**config.mk**
```make
export PLATFORM = sky130hd
export DESIGN_NAME = ps2_key_event_queue_flat
export DESIGN_NICKNAME = d
export VERILOG_FILES = /design/src/rtl/ps2_key_event_queue_if.sv /design/src/rtl/ps2_key_event_queue.sv /design/src/flat_wrapper.sv
export SDC_FILE = /design/constraint.sdc
export NUM_CORES = 1
export LEC_CHECK = 0
export CELL_PAD_IN_SITES_DETAIL_PLACEMENT = 1
export CELL_PAD_IN_SITES_GLOBAL_PLACEMENT = 2
export CORE_ASPECT_RATIO = 2
export CORE_MARGIN = 4
export CORE_UTILIZATION = 43
export CTS_BUF_LIST = sky130_fd_sc_hd__clkbuf_8
export DETAILED_ROUTE_END_ITERATION = 12
export GPL_TIMING_DRIVEN = 0
export PLACE_DENSITY = 0.95
export SYNTH_ARGS = -nofsm -noshare
export SYNTH_HDL_FRONTEND = slang
export SYNTH_SLANG_ARGS = --single-unit
```
**constraint.sdc**
```tcl
create_clock -name clk -period 5.9 [get_ports clk]
set_clock_uncertainty 0.05 [all_clocks]
set_input_delay 1.18 -clock clk [delete_from_list [all_inputs] [get_ports clk]]
set_output_delay 1.18 -clock clk [all_outputs]
set_load 0.02 [all_outputs]
```
**src/rtl/ps2_key_event_queue_if.sv**
```systemverilog
// ps2_key_event_queue_if
// Groups the two streaming handshakes of the PS/2 key event queue.
//   in_valid/in_byte/in_ready : raw scan bytes from the PS/2 receiver
//   ev_valid/ev_data/ev_ready : decoded key events {brk, ext, code[7:0]}
// Modports:
//   master : the surrounding system (receiver side drives bytes, consumer pops events)
//   slave  : the key event queue itself
interface ps2_key_event_queue_if;
    logic       in_valid;
    logic [7:0] in_byte;
    logic       in_ready;
    logic       ev_valid;
    logic [9:0] ev_data;
    logic       ev_ready;

    modport master (
        output in_valid, in_byte, ev_ready,
        input  in_ready, ev_valid, ev_data
    );

    modport slave (
        input  in_valid, in_byte, ev_ready,
        output in_ready, ev_valid, ev_data
    );
endinterface

```
**src/rtl/ps2_key_event_queue.sv**
```systemverilog
// ps2_key_event_queue
// Assembles the raw PS/2 scan byte stream (E0/F0/E1 prefixes) into complete
// key events and queues them in a DEPTH-entry FIFO, so a slow consumer loses
// no keystrokes. A legacy 32-bit cur_key register mirrors the last event.
// Ports:
//   clk, reset  : system clock, synchronous active-high reset
//   en          : 0 flushes decoder/FIFO/cur_key and drains input bytes
//   bus (slave) : byte input handshake and event output handshake
//   level       : FIFO occupancy
//   ovf/ovf_clr : sticky "event dropped, FIFO full" flag and its clear
//   cur_key     : last decoded event in legacy prefix-byte format
// Optional feature macro: PS2_REPEAT_FILTER_EN (typematic repeat filter).
module ps2_key_event_queue #(
    parameter int          DEPTH      = 8,
    parameter logic [31:0] IDLE_KEY   = 32'h0000F01C,
    parameter int          PAUSE_SKIP = 7
) (
    input  logic                   clk,
    input  logic                   reset,
    input  logic                   en,
    ps2_key_event_queue_if.slave   bus,
    output logic [$clog2(DEPTH):0] level,
    output logic                   ovf,
    input  logic                   ovf_clr,
    output logic [31:0]            cur_key
);

    localparam int AW  = $clog2(DEPTH);
    localparam int SKW = $clog2(PAUSE_SKIP + 1);

    typedef enum logic [2:0] {
        IDLE,
        GOT_E0,
        GOT_F0,
        GOT_E0F0,
        PAUSE
    } state_t;

    state_t         state;
    logic [SKW-1:0] skip;
    logic           accept;
    logic           emit_raw;
    logic           emit;
    logic [9:0]     emit_ev;
    logic [7:0]     b;

    logic [9:0]     mem [DEPTH];
    logic [AW-1:0]  wr_ptr;
    logic [AW-1:0]  rd_ptr;
    logic [AW:0]    count;
    logic           full;
    logic           pop;
    logic           push_ok;

    assign b            = bus.in_byte;
    assign bus.in_ready = ~reset;
    assign accept       = bus.in_valid && bus.in_ready && en;

    // Mealy decode of the accepted byte: which event (if any) this byte completes.
    always_comb begin
        emit_raw = 1'b0;
        emit_ev  = {2'b00, b};
        if (accept) begin
            case (state)
                IDLE: begin
                    if (!(b inside {8'hE0, 8'hF0, 8'hE1, 8'h00, 8'hFF, 8'hAA, 8'hFA, 8'hFE}))
                        emit_raw = 1'b1;
                end
                GOT_E0: begin
                    if (!(b inside {8'hF0, 8'hE0, 8'h12})) begin
                        emit_raw = 1'b1;
                        emit_ev  = {2'b01, b};
                    end
                end
                GOT_F0: begin
                    if (!(b inside {8'hF0, 8'hE0})) begin
                        emit_raw = 1'b1;
                        emit_ev  = {2'b10, b};
                    end
                end
                GOT_E0F0: begin
                    if (b != 8'h12) begin
                        emit_raw = 1'b1;
                        emit_ev  = {2'b11, b};
                    end
                end
                PAUSE: begin
                    if (skip == SKW'(1)) begin
                        emit_raw = 1'b1;
                        emit_ev  = {2'b00, 8'hE1};
                    end
                end
                default: emit_raw = 1'b0;
            endcase
        end
    end

`ifdef PS2_REPEAT_FILTER_EN
    // One bit per {ext, code}: set while a key is held so its typematic
    // repeats are swallowed. Pause is a pseudo-key and bypasses the bitmap.
    logic [511:0] held;

    assign emit = emit_raw && !(state != PAUSE && !emit_ev[9] && held[emit_ev[8:0]]);

    always_ff @(posedge clk) begin
        if (reset || !en)
            held <= '0;
        else if (emit_raw && state != PAUSE)
            held[emit_ev[8:0]] <= ~emit_ev[9];
    end
`else
    assign emit = emit_raw;
`endif

    // Prefix-sequence decoder; it only moves on an accepted byte.
    always_ff @(posedge clk) begin
        if (reset || !en) begin
            state <= IDLE;
            skip  <= '0;
        end else if (accept) begin
            case (state)
                IDLE: begin
                    if (b == 8'hE0)
                        state <= GOT_E0;
                    else if (b == 8'hF0)
                        state <= GOT_F0;
                    else if (b == 8'hE1) begin
                        state <= PAUSE;
                        skip  <= SKW'(PAUSE_SKIP);
                    end
                end
                GOT_E0: begin
                    if (b == 8'hF0)
                        state <= GOT_E0F0;
                    else if (b != 8'hE0)
                        state <= IDLE;
                end
                GOT_F0: begin
                    if (b == 8'hE0)
                        state <= GOT_E0F0;
                    else if (b != 8'hF0)
                        state <= IDLE;
                end
                GOT_E0F0: state <= IDLE;
                PAUSE: begin
                    skip <= skip - SKW'(1);
                    if (skip == SKW'(1))
                        state <= IDLE;
                end
                default: state <= IDLE;
            endcase
        end
    end

    // Legacy register: re-expands the event into its original prefix bytes.
    always_ff @(posedge clk) begin
        if (reset || !en)
            cur_key <= IDLE_KEY;
        else if (emit) begin
            case (emit_ev[9:8])
                2'b00:   cur_key <= {24'h0, emit_ev[7:0]};
                2'b01:   cur_key <= {16'h0, 8'hE0, emit_ev[7:0]};
                2'b10:   cur_key <= {16'h0, 8'hF0, emit_ev[7:0]};
                default: cur_key <= {8'h0, 8'hE0, 8'hF0, emit_ev[7:0]};
            endcase
        end
    end

    // A full FIFO still takes a push when the head leaves in the same cycle.
    assign full    = (count == (AW+1)'(DEPTH));
    assign pop     = (count != '0) && bus.ev_ready;
    assign push_ok = emit && (!full || pop);

    always_ff @(posedge clk) begin
        if (reset || !en) begin
            wr_ptr <= '0;
            rd_ptr <= '0;
            count  <= '0;
        end else begin
            if (push_ok)
                wr_ptr <= wr_ptr + AW'(1);
            if (pop)
                rd_ptr <= rd_ptr + AW'(1);
            count <= count + (AW+1)'(push_ok) - (AW+1)'(pop);
        end
    end

    // Storage needs no reset; entries are only read while count covers them.
    always_ff @(posedge clk) begin
        if (!reset && en && push_ok)
            mem[wr_ptr] <= emit_ev;
    end

    // A drop in the same cycle as a clear wins; en=0 leaves the flag alone.
    always_ff @(posedge clk) begin
        if (reset)
            ovf <= 1'b0;
        else if (en) begin
            if (emit && full && !pop)
                ovf <= 1'b1;
            else if (ovf_clr)
                ovf <= 1'b0;
        end
    end

    assign bus.ev_valid = (count != '0);
    assign bus.ev_data  = mem[rd_ptr];
    assign level        = count;

endmodule

```
**src/flat_wrapper.sv**
```systemverilog
// flat-port wrapper written by rule: the top's interface ports become plain ports
module ps2_key_event_queue_flat 
#(
    parameter int          DEPTH      = 8,
    parameter logic [31:0] IDLE_KEY   = 32'h0000F01C,
    parameter int          PAUSE_SKIP = 7
)
  (clk, reset, en, level, ovf, ovf_clr, cur_key, bus_in_valid, bus_in_byte, bus_ev_ready, bus_in_ready, bus_ev_valid, bus_ev_data);
  ps2_key_event_queue_if bus_i ();
  input  logic clk;
  input  logic reset;
  input  logic en;
  output logic [$clog2(DEPTH):0] level;
  output logic ovf;
  input  logic ovf_clr;
  output logic [31:0] cur_key;
  input wire logic [$bits(bus_i.in_valid)-1:0] bus_in_valid;
  input wire logic [$bits(bus_i.in_byte)-1:0] bus_in_byte;
  input wire logic [$bits(bus_i.ev_ready)-1:0] bus_ev_ready;
  output wire logic [$bits(bus_i.in_ready)-1:0] bus_in_ready;
  output wire logic [$bits(bus_i.ev_valid)-1:0] bus_ev_valid;
  output wire logic [$bits(bus_i.ev_data)-1:0] bus_ev_data;
  assign bus_i.in_valid = bus_in_valid;
  assign bus_i.in_byte = bus_in_byte;
  assign bus_i.ev_ready = bus_ev_ready;
  assign bus_in_ready = bus_i.in_ready;
  assign bus_ev_valid = bus_i.ev_valid;
  assign bus_ev_data = bus_i.ev_data;
  ps2_key_event_queue #(.DEPTH(DEPTH), .IDLE_KEY(IDLE_KEY), .PAUSE_SKIP(PAUSE_SKIP)) u_core (.clk(clk), .reset(reset), .en(en), .bus(bus_i), .level(level), .ovf(ovf), .ovf_clr(ovf_clr), .cur_key(cur_key));
endmodule
```
=== Word-level counts from Yosys, hierarchy flattened ===
Memory sizes are Yosys's and may differ from the RTL's. A register that Yosys moved wholly into a read port is not among the register bits.
Cells that the tools add are included.
Widths: inputs -> output; s select.

* Memories: 1
* Flip-flop bits (word level): 49
* Output and inout bits: 49
* Logic and storage cells: 99
* RAM bits: 80

* Bitwise gates (word level): 1
* Reduce and logical (&&, ||, !) cells: 26
* Mux-type cells: 33
* Add/sub/neg operators: 5
* Eq/ne operators: 26

{| class="wikitable"
|+ Memories
! name !! words !! width !! read ports !! clocked after memory_dff !! wr ports !! RTL line !! text
|-
| u_core.mem || 8 || 10 || 1 || 1 || 1 || ps2_key_event_queue.sv:47 || <nowiki>logic [9:0] mem [DEPTH];</nowiki>
|}

{| class="wikitable"
|+ Operators with widths
! cell !! count
|-
| $pmux 24 s3 || 1
|-
| $eq 8x8->1 const B || 7
|-
| $pmux 10 s4 || 1
|-
| $mux 3 || 13
|-
| $mux 10 || 3
|-
| $ne 8x8->1 const B || 2
|-
| $pmux 3 s4 || 1
|-
| $mux 1 || 10
|-
| $reduce_and 5->1 || 2
|-
| $mux 9 || 1
|-
| $eq 8x5->1 const B || 1
|-
| $logic_and 1x1->1 || 8
|-
| $logic_not 8->1 || 1
|-
| $mux 8 || 1
|-
| $ne 8x5->1 const B || 1
|-
| $reduce_bool 8->1 || 1
|-
| $add 3x1->3 const B || 2
|-
| $eq 3x1->1 const B || 2
|-
| $eq 3x2->1 const B || 2
|-
| $ne 3x1->1 const B || 2
|-
| $pmux 3 s2 || 1
|-
| $reduce_bool 2->1 || 3
|-
| $pmux 1 s5 || 1
|-
| $add 4x1->4 || 1
|-
| 17 further kinds || 23
|}

=== Depth between registers and ports, before layout ===
Gate-level depths: netlist of run 1.

* Depth in word-level cells: 9
* Gate-level depth with buffers: 13
* Gate-level depth less buffers: 12

=== Worst setup path before layout of run 1 ===
OpenSTA, ideal clock, no wires.

* Path kind: input -> register
* Start: in bus_in_byte[4]
* End: mem u_core.mem[2][0] (enable)
* Buffers on the path: 2
* Slack: 2310 ps
* Required time: 5460 ps
* Stages on the path: 7
* Arrival: 3150 ps
* Cells stage by stage: clkbuf_1 -> and2_2 -> o31ai_1 -> a211oi_1 -> o21ai_1 -> buf_2 -> nor3_1

* Longest elaborated chain between the ends: 9
* Elaborated cells on any way between the ends: 23
* Those cells by class: eq/ne: 9; mux: 8; reduce/logical: 6

{| class="wikitable"
|+ Ends and longest elaborated chain
! element !! RTL line !! text
|-
| start: declaration || flat_wrapper.sv:18 || <nowiki>input wire logic [$bits(bus_i.in_byte)-1:0] bus_in_byte;</nowiki>
|-
| $eq 8x8->1, or another cell as far along || ps2_key_event_queue.sv:66, ps2_key_event_queue.sv:70, ps2_key_event_queue.sv:76 ||
|-
| $reduce_bool 8->1, or another cell as far along || ps2_key_event_queue.sv:66 || <nowiki>if (!(b inside {8'hE0, 8'hF0, 8'hE1, 8'h00, 8'hFF, 8'hAA, 8'hFA, 8'hFE}))</nowiki>
|-
| $mux 1 (on tied branches) || ps2_key_event_queue.sv:66, ps2_key_event_queue.sv:76, ps2_key_event_queue.sv:70 ||
|-
| $pmux 1 s5 * || ps2_key_event_queue.sv:64 || <nowiki>case (state)</nowiki>
|-
| $mux 1 * || ps2_key_event_queue.sv:63 || <nowiki>if (accept) begin</nowiki>
|-
| $logic_and 1x1->1 * || ps2_key_event_queue.sv:172 || <nowiki>assign push_ok = emit && (!full || pop);</nowiki>
|-
| $logic_and 1x1->1 * || ps2_key_event_queue.sv:190 || <nowiki>if (!reset && en && push_ok)</nowiki>
|-
| $mux 1 * || ps2_key_event_queue.sv:190 ||
|-
| $mux 1 (implied by the code) * || ps2_key_event_queue.sv:191 || <nowiki>mem[wr_ptr] <= emit_ev;</nowiki>
|-
| end: declaration || ps2_key_event_queue.sv:47 ||
|}

Every way passes the cells marked *; elsewhere a longest branch is shown, timed or not.

=== Worst setup path after layout of run 1 ===
* Start: in bus_in_byte[4]
* End: mem u_core.mem[7][3] (enable)

The elaborated chain is that of the path after synthesis.

==> run summary, run 1 <==
• 207 — drt initial violations
• 8660 um — Final HPWL DP
• 0 — total congestion overflow
• 26.9% — Clock power frac
• in2reg — classification of the worst setup path
• 45 — count of input and output buffers
• 18700 um — wire length of the first global-routing pass
• 11500 um — Routed WL
• sky130_fd_sc_hd__edfxtp_1 — most common cell after layout, fill and taps aside
• flip-flop — kind of end point of the critical path
• 17 — largest net degree at the start of global routing
• 5840 ps — Req. time, crit path
• 0.865 — final weighted congestion in routability-driven placement
• input pin — Setup crit start kind
• 111 — number of clock sinks
• 0 — # Post-CTS Setup Buffers
• finished, final reports clean — status
• clkdlybuf4s50_1, clkbuf_1, and2_2, o31ai_1, a211oi_1, o21ai_1, buf_2, nor3_2 — Cell Chain, Critical Path
• 433 uW — NetSw
• 0 — final setup violating endpoints
• 870 ps — crit-path max cell delay
• 7 — cell depth of the worst flop-to-flop path
• 8 — critical path depth in cells
• 0.00209 uW — Lkg Pwr
• 1120 — count of filler cells inserted in the layout
• 26.3% — net switching fraction of the power
• 0 — ant diodes
• 2 — buffer levels on the longest clock path
• bus_in_byte[4] — source of the critical timing path
• 54 — number of rows in the core area
• 571 — final cell count without fillers
• 1210 uW — Internal
• sky130_fd_sc_hd__nor3_2 — worst-path cell with the longest stage delay
• u_core.mem[7][3]$_DFFE_PP_ — Reg-to-Reg End
• 83.5 um — die width
• no — unrepaired setup endpoints after global routing
• 0.00490 mm2 — synthesized cell area
• 0 — count of max-cap constraint violations
• 21.5% — worst slew margin relative to its limit
• 3 — CP Buf/Inv Count
• 18.4% — GRT Overall Usage
• u_core.mem[7][3]$_DFFE_PP_ — capturing instance or port of the critical path
• 0.0110 mm2 — core region area
• 52.6% — Seq pwr share
• 5.36 — vias per inst
• sky130_fd_sc_hd__edfxtp_1, sky130_fd_sc_hd__clkdlybuf4s50_1, sky130_fd_sc_hd__dfxtp_1 — commonest cells after routing, fill and taps aside
• 0 — Fin. Hold Viols
• 0 — count of final max-slew check failures
• 20.2 um — wire length per cell
• 61.6% — fraction of the yosys area taken by sequential cells
• 4240 ps — crit path DAT
• 80 — number of enable-type register cells in the synthesized netlist
• sky130_fd_sc_hd__clkbuf_8 — master cell of the clock root buffer
• 1190 ps — worst setup slack before clock tree synthesis
• 3 — CTS H-tree lvls
• 63 — top-level port count
• 21.3% — layout cells sized above 1
• 4290 ps — minimum clock period
• 4 — iteration count of the initial detailed-routing pass
• 90 ps — clock transition at the register clock pins on the worst setup and hold paths after CTS
• 44.5% — Initial Util
• 0% — Post-synth ARST share
• 2490 ps — setup slack of the most critical reg-to-reg path
• 349 — gate count of the mapped netlist
• built — CTS tree
• 0 — count of yosys warnings during synthesis
• sky130_fd_sc_hd__edfxtp_1 — Synth Flop Type
• 1610 ps — Final WS setup
• 19.9% — area growth from synthesis to final layout
• 451 — net count reported at finish
• 280 mW/mm2 — pwr dens
• 0 — Antenna Nets Post-Route
• 0 — number of antenna violations at the first check in global routing
• 0 ps — final total negative setup slack
• 0 — post-cts gate resize count
• u_core.state[0]$_SDFFE_PP0P_ — Reg-to-Reg Start
• 3061 — via count
• 370 ps — source-to-sink clock delay at the later pin of the worst-skew pair
• 555 — number of placed instances with taps included
• 0 — CTS hold repair buffers
• 1170 ps — transition time at the pin with the least slew margin
• 10 — worst-path maximum fanout
• reg2reg — path type of the worst min-delay path
• 0 — DRC violations left
• 233 MHz — highest achievable clock rate
• 57 — post-synthesis cell type count
• 20.5% — combinational power share
• 0.0133 mm2 — area of the die
• 159 um — Die Ht
• simple AND/OR/NAND/NOR gates — top cell family by delay on the critical path
• 111 — flops & latches, synth
• 0.126 mV — maximum ir drop on the vdd rail
• 72.8% — final cycle utilization of the critical path
• 14.1 um2 — average instance area after synthesis
• 3485 — number of global-route vias before repair
• 9 — number of clock buffers inserted by TritonCTS
-- stage by stage --
step / hold slack (ps) / total power, uW / cell area, um2 / util (%)
3_3_place_gp: 399 / 1200 / 5590 / 50.7
6_report: 419 / 1650 / 5880 / 53.4
3_5_place_dp: 401 / 1230 / 5680 / 51.6
5_1_grt: 461 / 1730 / 5880 / 53.4
4_1_cts: 427 / 1670 / 5870 / 53.3
2_1_floorplan: 380 / 1100 / 4960 / -
-- logic make-up after synthesis --
| logic type | count (synthesis) | synth area share, % |
|---|---|---|
| mux | 42 | 13.9 |
| xor+xnor | 4 | 0.715 |
| compound gates | 32 | 4.80 |
| other cells | 1 | 0.0765 |
| fa+ha+maj | 11 | 2.96 |
| buf+inv | 59 | 6.28 |
| flops | 111 | 61.6 |
| simple gates | 89 | 9.59 |
-- power by group through the flow --
stage	Combinational, uW	Clock (uW)	Sequential (uW)
after floorplan	207	0	894
after CTS	345	456	866
after global placement	322	0	882
after global routing	374	489	869
after detailed placement	342	0	883
final	337	444	865
-- Yosys cell counts, types with 3 or more instances --
library cell | n | area (um2)
sky130_fd_sc_hd__edfxtp_1 | 80 | 2400
sky130_fd_sc_hd__dfxtp_1 | 31 | 621
sky130_fd_sc_hd__nand2_1 | 24 | 90.1
sky130_fd_sc_hd__inv_1 | 23 | 86.3
sky130_fd_sc_hd__buf_4 | 22 | 165
sky130_fd_sc_hd__mux4_2 | 20 | 450
sky130_fd_sc_hd__nor2_1 | 18 | 67.6
sky130_fd_sc_hd__mux2i_1 | 12 | 120
sky130_fd_sc_hd__nor3_1 | 12 | 60.1
sky130_fd_sc_hd__ha_1 | 10 | 125
sky130_fd_sc_hd__mux2_2 | 10 | 113
sky130_fd_sc_hd__a21oi_1 | 8 | 40.0
sky130_fd_sc_hd__clkbuf_1 | 7 | 26.3
sky130_fd_sc_hd__nand2b_1 | 4 | 25.0
sky130_fd_sc_hd__buf_2 | 3 | 15.0
sky130_fd_sc_hd__inv_2 | 3 | 11.3
sky130_fd_sc_hd__nand3_1 | 3 | 15.0
sky130_fd_sc_hd__nor4_1 | 3 | 18.8
sky130_fd_sc_hd__o211ai_1 | 3 | 22.5
sky130_fd_sc_hd__or3_1 | 3 | 18.8
sky130_fd_sc_hd__or4_1 | 3 | 22.5
-- cell type report --
class	instances	area, um2	share of cell area [%]
flip-flops and latches	111	3020	51.4
multi-input cells	195	1680	28.6
repair buffers	50	503	8.56
plain buffers	33	210	3.58
well taps	140	175	2.98
clock buffers	10	138	2.34
inverters	26	97.6	1.66
clock inverters	6	52.6	0.894
-- worst register-to-register path, stage by stage (launching register included) --
cell and delay, ps:
sky130_fd_sc_hd__dfxtp_1 320, sky130_fd_sc_hd__buf_2 180, sky130_fd_sc_hd__nor3_1 370, sky130_fd_sc_hd__o31ai_1 220
sky130_fd_sc_hd__a211oi_1 580, sky130_fd_sc_hd__o21ai_1 190, sky130_fd_sc_hd__buf_2 260, sky130_fd_sc_hd__nor3_2 870
-- flip-flops by register name, summed over array words and instances (netlist names), named ones only --
register / cells
u_core.rd_ptr: 3
u_core.state: 3
u_core.skip: 3
u_core.mem: 80
u_core.wr_ptr: 3
u_core.level: 4
u_core.ovf: 1
u_core.cur_key: 11
-- worst min-delay path by stage --
| stage | end | cells past startpoint | start | slack (ps) |
|---|---|---|---|---|
| 6_report | u_core.skip[2]$_SDFFE_PP0P_ | 2 | u_core.skip[2]$_SDFFE_PP0P_ | 420 |
| 5_1_grt | u_core.ovf$_SDFFE_PP0P_ | 2 | u_core.ovf$_SDFFE_PP0P_ | 460 |
| 4_1_cts | u_core.skip[2]$_SDFFE_PP0P_ | 2 | u_core.skip[2]$_SDFFE_PP0P_ | 430 |
| 3_5_place_dp | u_core.cur_key[12]$_SDFFE_PP1P_ | 1 | u_core.cur_key[12]$_SDFFE_PP1P_ | 400 |
| 3_3_place_gp | u_core.cur_key[0]$_SDFFE_PP0P_ | 2 | u_core.cur_key[0]$_SDFFE_PP0P_ | 400 |
| 2_1_floorplan | u_core.skip[2]$_SDFFE_PP0P_ | 2 | u_core.skip[2]$_SDFFE_PP0P_ | 380 |
-- per-layer routing --
layer | wire [um] | global-route usage (%) | vias up
li1 | - | - | 1414
met3 | 463 | 3.68 | 21
met4 | 353 | 7.83 | 0
met5 | 0 | 0 | -
met2 | 6690 | 35.7 | 86
met1 | 4020 | 18.6 | 1540
No activity file was read; power rests on OpenSTA's default activity.
==> inputs of run 2 (changes only) <==
CORE_UTILIZATION = 40   (was 43)
PLACE_DENSITY = 0.9   (was 0.95)
clock period = 4.4 ns   (was 5.9 ns; I/O delays follow)
==> run 2 against run 1 <==
Against the previous run: die area is 6.9% higher; global-route usage shrank 1.7 points; register-to-register slack got worse by 1200 ps; critical path depth is 4 lower; total power is 31% higher; final cell count up 1.9%; wire length is 3.1% lower; largest cell class unchanged.
==> run summary, run 2 (synthesized netlist as in run 1, its figures left out) <==
• finished, final reports clean — status
• 0 — post-cts gate resize count, unchanged
• 19.2 um — wire length per cell, -4.9%
• no — unrepaired setup endpoints after global routing
• 420 ps — worst hold slack, +0.455 ps
• 3055 — via count, -0.20%
• 561 ps — Final WS setup, -1040 ps
• buffers and inverters — top cell family by delay on the critical path
• 2 — buffer levels on the longest clock path, unchanged
• reg2out — classification of the worst setup path
• 86.3 um — die width, +3.3%
• 364 mW/mm2 — pwr dens, +30%
• 0 — CTS hold repair buffers, unchanged
• 370 ps — source-to-sink clock delay at the later pin of the worst-skew pair, about the same
• 3840 ps — minimum clock period
• 236 — drt initial violations, +14%
• 32.3% — worst slew margin relative to its limit, +11 points
• 2 — number of cells on the worst hold path, unchanged
• 0.0121 mm2 — core region area, +9.4%
• 45 — count of input and output buffers, unchanged
• 17.4% — GR Util met1, -1.2 points
• 0 — # Post-CTS Setup Buffers, unchanged
• 2.30% — met3 demand-to-capacity share in global routing, -1.4 points
• 261 MHz — highest achievable clock rate
• 0 — Antenna Nets Post-Route, unchanged
• 40.7% — Initial Util, -3.8 points
• 20.5% — area growth from synthesis to final layout
• 57 — number of rows in the core area, +5.6%
• 16.7% — GRT Overall Usage, -1.7 points
• 0.838 — final weighted congestion in routability-driven placement, -3.2%
• met2 — GR peak layer
• 22.8% — layout cells sized above 1, +1.4 points
• 0 — count of max-cap constraint violations, unchanged
• 3 — CTS H-tree lvls, unchanged
• 0 — ant diodes, unchanged
• 0.00211 uW — Lkg Pwr, +0.48%
• 5.25 — vias per inst, -2.1%
• flip-flop — Setup crit start kind
• 3470 ps — Req. time, crit path, -2370 ps
• sky130_fd_sc_hd__clkbuf_8 — master cell of the clock root buffer
• 11200 um — Routed WL, -3.1%
• 2 — CP Buf/Inv Count, -1
• 3265 — number of global-route vias before repair, -6.3%
• 0 — DRC violations left, unchanged
• 1010 ps — transition time at the pin with the least slew margin, -154 ps
• 17700 um — wire length of the first global-routing pass, -5.5%
• u_core.mem[1][3]$_DFFE_PP_ — Reg-to-Reg End
• 0.200 mV — maximum ir drop on the vdd rail, +58%
• 8610 um — Final HPWL DP, -0.59%
• 111 — number of clock sinks, unchanged
• output port — kind of end point of the critical path
• reg2reg — path type of the worst min-delay path
• 87.2% — final cycle utilization of the critical path
• sky130_fd_sc_hd__edfxtp_1 — most common cell after layout, fill and taps aside
• u_core.mem — Biggest register
• 0 ps — final total negative setup slack, unchanged
• sky130_fd_sc_hd__edfxtp_1, sky130_fd_sc_hd__clkdlybuf4s50_1, sky130_fd_sc_hd__dfxtp_1 — commonest cells after routing, fill and taps aside
• u_core.cur_key[1]$_SDFFE_PP0P_ — destination of the worst hold path
• 0 — number of antenna violations at the first check in global routing, unchanged
• 63 — top-level port count, unchanged
• sky130_fd_sc_hd__clkbuf_1 — worst-path cell with the longest stage delay
• 0 — total congestion overflow, unchanged
• u_core.state[0]$_SDFFE_PP0P_ — Reg-to-Reg Start
• 0.0142 mm2 — area of the die, +6.9%
• 2910 ps — crit path DAT, -1330 ps
• 19 — largest net degree at the start of global routing, +2
• 0 — count of final max-slew check failures, unchanged
• 455 — net count reported at finish, +0.89%
• 4 — iteration count of the initial detailed-routing pass, unchanged
• 289 ps — worst setup slack before clock tree synthesis, -898 ps
• 1250 ps — setup slack of the most critical reg-to-reg path, -1240 ps
• clkbuf_1, mux4_2, mux2_2, clkdlybuf4s50_1 — Cell Chain, Critical Path
• 100 ps — clock transition at the register clock pins on the worst setup and hold paths after CTS, about the same
• 740 ps — crit-path max cell delay, -130 ps
• built — CTS tree
• 9 — number of clock buffers inserted by TritonCTS, unchanged
• 10 — worst-path maximum fanout, unchanged
• 0 — final setup violating endpoints, unchanged
• u_core.cur_key[1]$_SDFFE_PP0P_ — hold_sp
• 0 — Fin. Hold Viols, unchanged
• 8 — cell depth of the worst flop-to-flop path, +1
• 80 — Largest register FFs, unchanged
• 165 um — Die Ht, +3.5%
• 31.8% — met2 Track Usage GR, -3.9 points
-- run 2: cell count changes in the layout (fill, tap and decap cells not counted), sizes merged --
cell and change:
buf +3, bufinv -1, clkinv +1, clkinvlp +1
-- run 2: area by class of cell --
class,count,area [um2]
repair buffers,54,542
plain buffers,33,210
inverters,26,97.6
multi-input cells,195,1680
clock inverters,7,50.0
flip-flops and latches,111,3020
well taps,147,184
fillers,1226,6140
clock buffers,9,124
-- run 2: tightest hold or removal path, delay by kind of cell, from the launching register on --
kind          cells  cell delay, ps
simple gates      1              50
flops             1             320
mux               1              60
-- run 2: power by group --
part | internal (uW) | switching, uW | total, uW | leakage (uW)
combinational | 211 | 234 | 444 | 0.00103
sequential | 1140 | 17.2 | 1160 | 0.000989
clock | 207 | 336 | 543 | 0.0000870
-- run 2: routing by layer --
layer	vias up	part of all wire [%]
li1	1428	-
met1	1512	36
met2	90	57
met3	25	3.8
met4	0	3.8
met5	-	0
-- run 2: metrics by stage --
step | total power [uW] | cells | util (%) | instance area [um2]
6_report | 2150 | 582 | 49.0 | 5910
5_1_grt | 2260 | 582 | 49.0 | 5910
4_1_cts | 2180 | 581 | 49.0 | 5900
3_5_place_dp | 1640 | 565 | 47.5 | 5730
3_3_place_gp | 1620 | 557 | 46.4 | 5600
2_1_floorplan | 1480 | 365 | - | 4960
-- run 2: worst max path at each step --
stage                              start                    endpoint  slack (ps)  cells after the start
after floorplan           bus_in_byte[4]  u_core.mem[2][0]$_DFFE_PP_        1110                      7
after global placement    bus_in_byte[4]  u_core.mem[0][4]$_DFFE_PP_        -520                      8
after detailed placement  bus_in_byte[6]  u_core.level[2]$_SDFF_PP0_         290                     11
after CTS                      flip-flop              bus_ev_data[3]         470                      4
after global routing           flip-flop              bus_ev_data[3]         360                      4
final                          flip-flop              bus_ev_data[8]         560                      4
